==> src/rtl/mem_arbiter_if.sv <==
// mem_arbiter_if: bundle of both master ports plus the memory port.
// slave = arbiter view, master = requester/memory environment view.
interface mem_arbiter_if #(
  parameter int DW = 16,
  parameter int AW = 16
);
  logic          m0_read;
  logic          m0_write;
  logic [AW-1:0] m0_addr;
  logic [DW-1:0] m0_wdata;
  logic [DW-1:0] m0_rdata;
  logic          m0_ack;
  logic          m1_read;
  logic          m1_write;
  logic [AW-1:0] m1_addr;
  logic [DW-1:0] m1_wdata;
  logic [DW-1:0] m1_rdata;
  logic          m1_ack;
  logic          mem_read;
  logic          mem_write;
  logic [AW-1:0] mem_addr;
  logic [DW-1:0] mem_wdata;
  logic [DW-1:0] mem_rdata;
  logic          mem_ack;
  logic          busy;

  modport slave (
    input  m0_read, m0_write, m0_addr, m0_wdata,
    output m0_rdata, m0_ack,
    input  m1_read, m1_write, m1_addr, m1_wdata,
    output m1_rdata, m1_ack,
    output mem_read, mem_write, mem_addr, mem_wdata,
    input  mem_rdata, mem_ack,
    output busy
  );

  modport master (
    output m0_read, m0_write, m0_addr, m0_wdata,
    input  m0_rdata, m0_ack,
    output m1_read, m1_write, m1_addr, m1_wdata,
    input  m1_rdata, m1_ack,
    input  mem_read, mem_write, mem_addr, mem_wdata,
    output mem_rdata, mem_ack,
    input  busy
  );
endinterface

==> src/rtl/mem_arbiter.sv <==
// mem_arbiter: shares one memory port between CPU (port 0) and port 1.
// Define MEM_ARBITER_RR_EN for round-robin; default is fixed priority.
module mem_arbiter #(
  parameter int DW = 16,
  parameter int AW = 16
) (
  input  logic          clk,
  input  logic          rst_b,
  mem_arbiter_if.slave  bus
);

  typedef enum logic [1:0] {
    IDLE = 2'd0,
    BUSY = 2'd1,
    ACK  = 2'd2
  } state_t;

  state_t        state_q, state_d;
  logic          owner_q, owner_d;
  logic          last_q, last_d;
  logic          rd_q, rd_d;
  logic          wr_q, wr_d;
  logic [AW-1:0] addr_q, addr_d;
  logic [DW-1:0] wdata_q, wdata_d;
  logic [DW-1:0] rdata0_q, rdata0_d;
  logic [DW-1:0] rdata1_q, rdata1_d;
  logic          ack0_q, ack0_d;
  logic          ack1_q, ack1_d;
  logic          busy_q, busy_d;
  logic          req0, req1, grant1;

  assign req0 = bus.m0_read | bus.m0_write;
  assign req1 = bus.m1_read | bus.m1_write;

`ifdef MEM_ARBITER_RR_EN
  // port 1 wins if alone, or on contention when port 0 was served last
  assign grant1 = req1 & (~req0 | ~last_q);
`else
  // port 0 always wins; port 1 only when port 0 is quiet
  assign grant1 = req1 & ~req0;
`endif

  // next-state: arbitrate in IDLE, wait for memory in BUSY, pulse in ACK
  always_comb begin
    state_d  = state_q;
    owner_d  = owner_q;
    last_d   = last_q;
    rd_d     = rd_q;
    wr_d     = wr_q;
    addr_d   = addr_q;
    wdata_d  = wdata_q;
    rdata0_d = rdata0_q;
    rdata1_d = rdata1_q;
    ack0_d   = 1'b0;
    ack1_d   = 1'b0;
    unique case (state_q)
      IDLE: begin
        if (req0 | req1) begin
          owner_d = grant1;
          state_d = BUSY;
          if (grant1) begin
            rd_d    = bus.m1_read & ~bus.m1_write;
            wr_d    = bus.m1_write;
            addr_d  = bus.m1_addr;
            wdata_d = bus.m1_wdata;
          end else begin
            rd_d    = bus.m0_read & ~bus.m0_write;
            wr_d    = bus.m0_write;
            addr_d  = bus.m0_addr;
            wdata_d = bus.m0_wdata;
          end
        end else begin
          rd_d = 1'b0;
          wr_d = 1'b0;
        end
      end
      BUSY: begin
        if (bus.mem_ack) begin
          if (rd_q) begin
            if (owner_q) rdata1_d = bus.mem_rdata;
            else         rdata0_d = bus.mem_rdata;
          end
          rd_d    = 1'b0;
          wr_d    = 1'b0;
          last_d  = owner_q;
          ack0_d  = ~owner_q;
          ack1_d  = owner_q;
          state_d = ACK;
        end
      end
      ACK:     state_d = IDLE;
      default: state_d = IDLE;
    endcase
    busy_d = (state_d != IDLE);
  end

  // state and registered outputs
  always_ff @(posedge clk or negedge rst_b) begin
    if (!rst_b) begin
      state_q  <= IDLE;
      owner_q  <= 1'b0;
      last_q   <= 1'b1;
      rd_q     <= 1'b0;
      wr_q     <= 1'b0;
      addr_q   <= '0;
      wdata_q  <= '0;
      rdata0_q <= '0;
      rdata1_q <= '0;
      ack0_q   <= 1'b0;
      ack1_q   <= 1'b0;
      busy_q   <= 1'b0;
    end else begin
      state_q  <= state_d;
      owner_q  <= owner_d;
      last_q   <= last_d;
      rd_q     <= rd_d;
      wr_q     <= wr_d;
      addr_q   <= addr_d;
      wdata_q  <= wdata_d;
      rdata0_q <= rdata0_d;
      rdata1_q <= rdata1_d;
      ack0_q   <= ack0_d;
      ack1_q   <= ack1_d;
      busy_q   <= busy_d;
    end
  end

  assign bus.mem_read  = rd_q;
  assign bus.mem_write = wr_q;
  assign bus.mem_addr  = addr_q;
  assign bus.mem_wdata = wdata_q;
  assign bus.m0_rdata  = rdata0_q;
  assign bus.m1_rdata  = rdata1_q;
  assign bus.m0_ack    = ack0_q;
  assign bus.m1_ack    = ack1_q;
  assign bus.busy      = busy_q;

endmodule

==> src/flat_wrapper.sv <==
// flat-port wrapper written by rule: the top's interface ports become plain ports
module mem_arbiter_flat 
#(
  parameter int DW = 16,
  parameter int AW = 16
)
  (clk, rst_b, bus_m0_read, bus_m0_write, bus_m0_addr, bus_m0_wdata, bus_m0_rdata, bus_m0_ack, bus_m1_read, bus_m1_write, bus_m1_addr, bus_m1_wdata, bus_m1_rdata, bus_m1_ack, bus_mem_read, bus_mem_write, bus_mem_addr, bus_mem_wdata, bus_mem_rdata, bus_mem_ack, bus_busy);
  mem_arbiter_if #(.DW(DW), .AW(AW)) bus_i ();
  input  logic clk;
  input  logic rst_b;
  input wire logic [$bits(bus_i.m0_read)-1:0] bus_m0_read;
  input wire logic [$bits(bus_i.m0_write)-1:0] bus_m0_write;
  input wire logic [$bits(bus_i.m0_addr)-1:0] bus_m0_addr;
  input wire logic [$bits(bus_i.m0_wdata)-1:0] bus_m0_wdata;
  output wire logic [$bits(bus_i.m0_rdata)-1:0] bus_m0_rdata;
  output wire logic [$bits(bus_i.m0_ack)-1:0] bus_m0_ack;
  input wire logic [$bits(bus_i.m1_read)-1:0] bus_m1_read;
  input wire logic [$bits(bus_i.m1_write)-1:0] bus_m1_write;
  input wire logic [$bits(bus_i.m1_addr)-1:0] bus_m1_addr;
  input wire logic [$bits(bus_i.m1_wdata)-1:0] bus_m1_wdata;
  output wire logic [$bits(bus_i.m1_rdata)-1:0] bus_m1_rdata;
  output wire logic [$bits(bus_i.m1_ack)-1:0] bus_m1_ack;
  output wire logic [$bits(bus_i.mem_read)-1:0] bus_mem_read;
  output wire logic [$bits(bus_i.mem_write)-1:0] bus_mem_write;
  output wire logic [$bits(bus_i.mem_addr)-1:0] bus_mem_addr;
  output wire logic [$bits(bus_i.mem_wdata)-1:0] bus_mem_wdata;
  input wire logic [$bits(bus_i.mem_rdata)-1:0] bus_mem_rdata;
  input wire logic [$bits(bus_i.mem_ack)-1:0] bus_mem_ack;
  output wire logic [$bits(bus_i.busy)-1:0] bus_busy;
  assign bus_i.m0_read = bus_m0_read;
  assign bus_i.m0_write = bus_m0_write;
  assign bus_i.m0_addr = bus_m0_addr;
  assign bus_i.m0_wdata = bus_m0_wdata;
  assign bus_m0_rdata = bus_i.m0_rdata;
  assign bus_m0_ack = bus_i.m0_ack;
  assign bus_i.m1_read = bus_m1_read;
  assign bus_i.m1_write = bus_m1_write;
  assign bus_i.m1_addr = bus_m1_addr;
  assign bus_i.m1_wdata = bus_m1_wdata;
  assign bus_m1_rdata = bus_i.m1_rdata;
  assign bus_m1_ack = bus_i.m1_ack;
  assign bus_mem_read = bus_i.mem_read;
  assign bus_mem_write = bus_i.mem_write;
  assign bus_mem_addr = bus_i.mem_addr;
  assign bus_mem_wdata = bus_i.mem_wdata;
  assign bus_i.mem_rdata = bus_mem_rdata;
  assign bus_i.mem_ack = bus_mem_ack;
  assign bus_busy = bus_i.busy;
  mem_arbiter #(.DW(DW), .AW(AW)) u_core (.clk(clk), .rst_b(rst_b), .bus(bus_i));
endmodule
==> config.mk <==
export PLATFORM = sky130hd
export DESIGN_NAME = mem_arbiter_flat
export DESIGN_NICKNAME = d
export VERILOG_FILES = /design/src/rtl/mem_arbiter_if.sv /design/src/rtl/mem_arbiter.sv /design/src/flat_wrapper.sv
export SDC_FILE = /design/constraint.sdc
export NUM_CORES = 1
export LEC_CHECK = 0
export BUFFER_PORTS_ARGS = -buffer_cell sky130_fd_sc_hd__buf_4
export CORE_MARGIN = 2
export CORE_UTILIZATION = 42
export DETAILED_ROUTE_END_ITERATION = 8
export PLACE_DENSITY = 0.77
export REMOVE_ABC_BUFFERS = 1
export SLEW_MARGIN = 40
export SYNTH_ARGS = -nofsm -noshare
export SYNTH_HDL_FRONTEND = slang
export SYNTH_SLANG_ARGS = --single-unit
==> constraint.sdc <==
create_clock -name clk -period 1.84 [get_ports clk]
set_input_delay 0 -clock clk [delete_from_list [all_inputs] [get_ports clk]]
set_output_delay 0 -clock clk [all_outputs]
set_load 0.005 [all_outputs]
==> After elaboration in Yosys (flattened, before gate mapping) <==
Index checks and enable logic that the tools add are counted.
{ "totals": {"input_bits": 87, "elab_cells": 46, "register_bits": 72, "output_inout_bits": 69} }
{ "op_classes": {"n_reduce_logical": 7, "n_eq_ne": 2, "mux": 16, "bitwise": 10} }
{ "ops": {"columns": ["operator", "count"], "rows": [
  ["$mux 16", 2],
  ["$mux 1", 9],
  ["$reduce_and 4->1", 2],
  ["$mux 2", 2],
  ["$not 1->1", 4],
  ["$pmux 1 s2", 2],
  ["$pmux 2 s2", 1],
  ["$reduce_and 2->1", 2],
  ["$reduce_bool 2->1", 2],
  ["$and 1x1->1", 3],
  ["$or 1x1->1", 3],
  ["$eq 2x1->1 const B", 1],
  ["$logic_not 2->1", 1],
  ["$ne 2x2->1 const B", 1]
]} }

==> Longest topological paths before layout <==
{ "depth": {"word_depth": 6, "depth_mapped": 6, "mapped_depth_nobuf": 4} }

==> Least setup slack after synthesis <==
Ideal clock, no wire load.
{ "synth_path": {"path_type": "reg-to-reg", "startpoint": "register u_core.state_q[1]", "endpoint": "register u_core.rdata0_q[10], in the netlist u_core.bus.m0_rdata[10]", "arrival_ps": 1580, "synth_period_minus_slack_ps": 1707, "path_slack_ps": 133, "path_buffers": 1, "path_stages_with_launch": 5, "cell_sequence": "dfrtp_1 nand3b_1 nor3b_2 buf_4 mux2_1"} }
{ "synth_between": {"elab_chain_cells": 2} }
{ "synth_rtl": {"columns": ["item", "line", "rtl"], "rows": [
  ["from (decl)", "mem_arbiter.sv:18", "state_t state_q, state_d;"],
  ["from (signal assigned)", "mem_arbiter.sv:113", "state_q <= state_d;"],
  ["$eq 2x1->1", "mem_arbiter.sv:56", "unique case (state_q)"],
  ["$reduce_and 4->1 (no source line)", null, null],
  ["to (signal assigned)", "mem_arbiter.sv:120", "rdata0_q <= rdata0_d;"],
  ["to (decl)", "mem_arbiter.sv:25", "logic [DW-1:0] rdata0_q, rdata0_d;"]
]} }
No other way between the ends.
A chain may end at the register's enable or synchronous reset.

==> Worst setup path after layout <==
{ "layout_path": {"startpoint": "input port bus_m0_write", "endpoint": "register u_core.rd_q, in the netlist u_core.bus.mem_read"} }
{ "layout_between": {"elab_chain_cells": 6, "elab_cells_between_ends": 9, "cone_classes": "3 x mux; 6 x bitwise"} }
{ "layout_rtl": {"columns": ["item", "line", "rtl"], "rows": [
  ["from (decl)", "flat_wrapper.sv:12", "input wire logic [$bits(bus_i.m0_write)-1:0] bus_m0_write;"],
  ["$or 1x1->1", "mem_arbiter.sv:32", "assign req0 = bus.m0_read | bus.m0_write;"],
  ["$not 1->1", "mem_arbiter.sv:40", "assign grant1 = req1 & ~req0;"],
  ["$and 1x1->1", "mem_arbiter.sv:40", null],
  ["$mux 1", "mem_arbiter.sv:61", "if (grant1) begin"],
  ["$mux 1 *", "mem_arbiter.sv:58", "if (req0 | req1) begin"],
  ["$pmux 1 s2 *", "mem_arbiter.sv:56", null],
  ["to (signal assigned)", "mem_arbiter.sv:116", "rd_q <= rd_d;"],
  ["to (decl)", "mem_arbiter.sv:21", "logic rd_q, rd_d;"]
]} }
Every way passes the cells marked *; elsewhere a longest branch is shown, timed or not.

==> run_results.csv <==
group,metric,value,unit
routing,wl_per_cell,16.23,um
yosys,ys.flop_type,"dfrtp_1",
worst_setup_path,r2r_slack,170,ps
timing,slew_viol_final,0,
worst_setup_path,worstPathCellList,"dlygate4sd3_1, buf_4, a21oi_2, dlygate4sd3_1, o2bb2ai_1, dlygate4sd3_1",
cts,root_buffer,"clkbuf_8",
grt,grt_pass1_vias,3243,
routing,num_vias,3149,
timing,max_freq,574.7,MHz
outcome,run_status,"completed",
routing,post-route-drc-count,0,
cts,cts_buffers,9,
final_layout,drive_gt1_share,45.29,%
routing,drtIter0Drc,115,
yosys,synth_warnings,0,
worst_hold_path,hold_path.class,"input pin to flop",
placement,placed_area,4488,um^2
cts,cts_max_path_buffers,2,
final_layout,syn2layout_area_growth,60.02,%
cts,cts_tree,"yes",
power,p_per_area,1253,nW/um^2
worst_setup_path,crit_path_start_kind,"input pin",
die,die_w,92.03,um
worst_setup_path,cp-end-kind,"flop",
timing,hold_viol_final,0,
timing,worst_slew_pin_slew,649.7,ps
cts,htreeDepth,3,
die,start_util,42.78,%
timing,max_slew_margin,56.69,%
cts,clock_sinks,72,
final_layout,instances_no_fill,590,
final_layout,fillCellCount,555,
final_layout,layout.nets,571,
worst_setup_path,startpoint,"bus_m0_write",
die,core-area,7607,um^2
routing,ant_nets,0,
die,row_count,32,
placement,hpwl,5974,um
placement,place.gp.congestion,0.7132,
worst_setup_path,cp_num_buf_inv,4,
timing,finalSetupViolCount,0,
routing,wl,9576,um
timing,min_period,1740,ps
final_layout,seq_area,1802,um^2
worst_setup_path,critPathMaxFanout,3,
routing,drtPass1Iterations,6,
placement,dp.cells,522,
worst_setup_path,slowest_stage,"dlygate4sd3_1",
worst_setup_path,reg2reg_depth,5,
cts,path_clk_slew,80,ps
cts,insertion_delay,330,ps
worst_setup_path,r2r_end,"u_core.bus.mem_read",
grt,grt_pass1_wl,15550,um
worst_hold_path,hold_start,"bus_m1_write",
yosys,postSynthAreaPerCell,11.46,um^2
worst_setup_path,critical_path_class,"input pin to flop",
power,peakVddDrop,0.0006053,V
worst_setup_path,crit_top_cell,"dlygate4sd3_1",
final_layout,multiInputGateArea,1315,um^2
final_layout,antenna_cells,0,
grt,grt_usage,23.26,%
yosys,synth_seq_cells,72,
timing,fin_crit_sh,94.56,%
yosys,synth-edff-count,0,
worst_setup_path,reg2reg_from,"u_core.state_q[1]",
routing,via_per_inst,5.337,
yosys,synth-seq-area-share,55.36,%
grt,grt_antenna_before_repair,0,
worst_setup_path,cp.arrival,2010,ps
timing,rsz0062_at_grt,"no",
grt,overflow,0,
final_layout,stdcell_area,5207,um^2
placement,io_buffers,155,
cts,postCtsSetupRepairBufs,0,
yosys,yosysUniqueCellTypes,29,
die,ios,156,
worst_setup_path,cpPeakStageDelay,560,ps
grt,grt_max_degree,73,
worst_setup_path,crit_family,"buffers and inverters",
die,dieArea,8469,um^2
worst_hold_path,hold_path_end,"u_core.bus.mem_write",
power,power_leakage,2.410,nW
yosys,async_flop_share,100.0,%
worst_hold_path,min_delay_path_depth,3,
job,drv_cap,0,
die,die_h,92.03,um
yosys,synthCells,284,
yosys,syn-cell-area,3254,um^2
worst_setup_path,crit_required,2110,ps
timing,skew,8.739,ps
synth_stat cells, drive strengths merged, types with 2 or more instances:
cell     n  area [um^2]
buf      8        67.56
o21ai   34        170.2
inv      2        7.500
or3b    32        280.3
nor2     4        15.01
dfrtp   72         1802
nand2    3        11.26
a31oi   32        200.2
and2     2        15.02
a21oi   33        165.2
mux2    32        360.3
clkbuf  19        71.32
cell usage in the layout (no fill, tap or decap), types with 2 or more instances in the layout:
| cell | count |
|---|---|
| clkinv_2 | 3 |
| dlygate4sd3_1 | 53 |
| dfrtp_1 | 72 |
| nor2_1 | 2 |
| mux2_1 | 28 |
| or3b_2 | 32 |
| a21oi_1 | 32 |
| o21ai_0 | 33 |
| nor2_2 | 2 |
| clkbuf_8 | 9 |
| buf_4 | 161 |
| nand2_1 | 3 |
| mux2_2 | 4 |
| a31oi_1 | 32 |
sequential cells by signal, summed over array words and instances, names as in the netlist, 2 cells and up:
name and flops:
u_core.bus.m1_rdata 16, u_core.bus.mem_addr 16, u_core.bus.m0_rdata 16, u_core.state_q 2
u_core.bus.mem_wdata 16
final cells by class:
cell class / count / share of cell area (%)
flip-flops and latches: 72 / 34.60
repair buffers: 216 / 34.00
multi-input cells: 183 / 25.25
well taps: 102 / 2.451
clock buffers: 9 / 2.379
clock inverters: 6 / 1.177
inverters: 2 / 0.1442
worst register-to-register path: stages, from the launching register on:
cell and delay, ps:
dfrtp_1 430, nor2_2 180, buf_4 200, o21a_1 140
o2bb2ai_1 100, dlygate4sd3_1 560
worst max-delay path by stage:
stage / end / cells past startpoint
after floorplan: u_core.bus.mem_addr[0] / 3
after global placement: u_core.bus.m0_rdata[4] / 4
after detailed placement: u_core.bus.m0_rdata[9] / 4
after CTS: u_core.bus.mem_read / 6
after global routing: u_core.bus.mem_read / 5
final: u_core.bus.mem_read / 6
stage by stage:
step	setup TNS [ps]	worst slack (ps)	util [%]	power (mW)	hold slack, ps
3_3_place_gp	0	300.5	58.95	5.145	172.4
2_1_floorplan	-15060	-433.5	-	3.659	-295.6
3_5_place_dp	0	231.8	59.00	5.246	51.93
5_1_grt	0	48.49	68.45	6.969	38.91
4_1_cts	0	81.49	68.40	6.535	25.68
6_report	0	100.0	68.45	6.527	32.07
report_power, final:
part           leakage (nW)  internal (mW)  total, mW  switching (mW)
sequential            0.868           2.27       2.69           0.422
combinational          1.45           1.52       2.65            1.13
clock                0.0948          0.613       1.18           0.569
total                  2.41           4.40       6.53            2.12
layer usage:
layer | up-vias | wire length (um) | track usage [%]
met5 | - | 0 | 0
met4 | 0 | 235 | 10.45
met3 | 26 | 791 | 5.998
met2 | 176 | 4602 | 37.19
met1 | 1502 | 3946 | 29.86
li1 | 1445 | - | -
cell families after synthesis:
logic type / count (synthesis) / synth area share (%)
multiplexers: 32 / 11.07
AO/OA/AOI/OAI: 103 / 17.45
buffers and inverters: 29 / 4.498
AND/OR/NAND/NOR: 48 / 11.61
flip-flops: 72 / 55.36
what timing repair did:
item	4_1_cts	5_1_grt
hold buffers	53	0
endpoints found under the hold margin	139	0
gates resized for setup	0	1
endpoints found under the setup margin	0	1
Power figures use the tool's default switching activity.
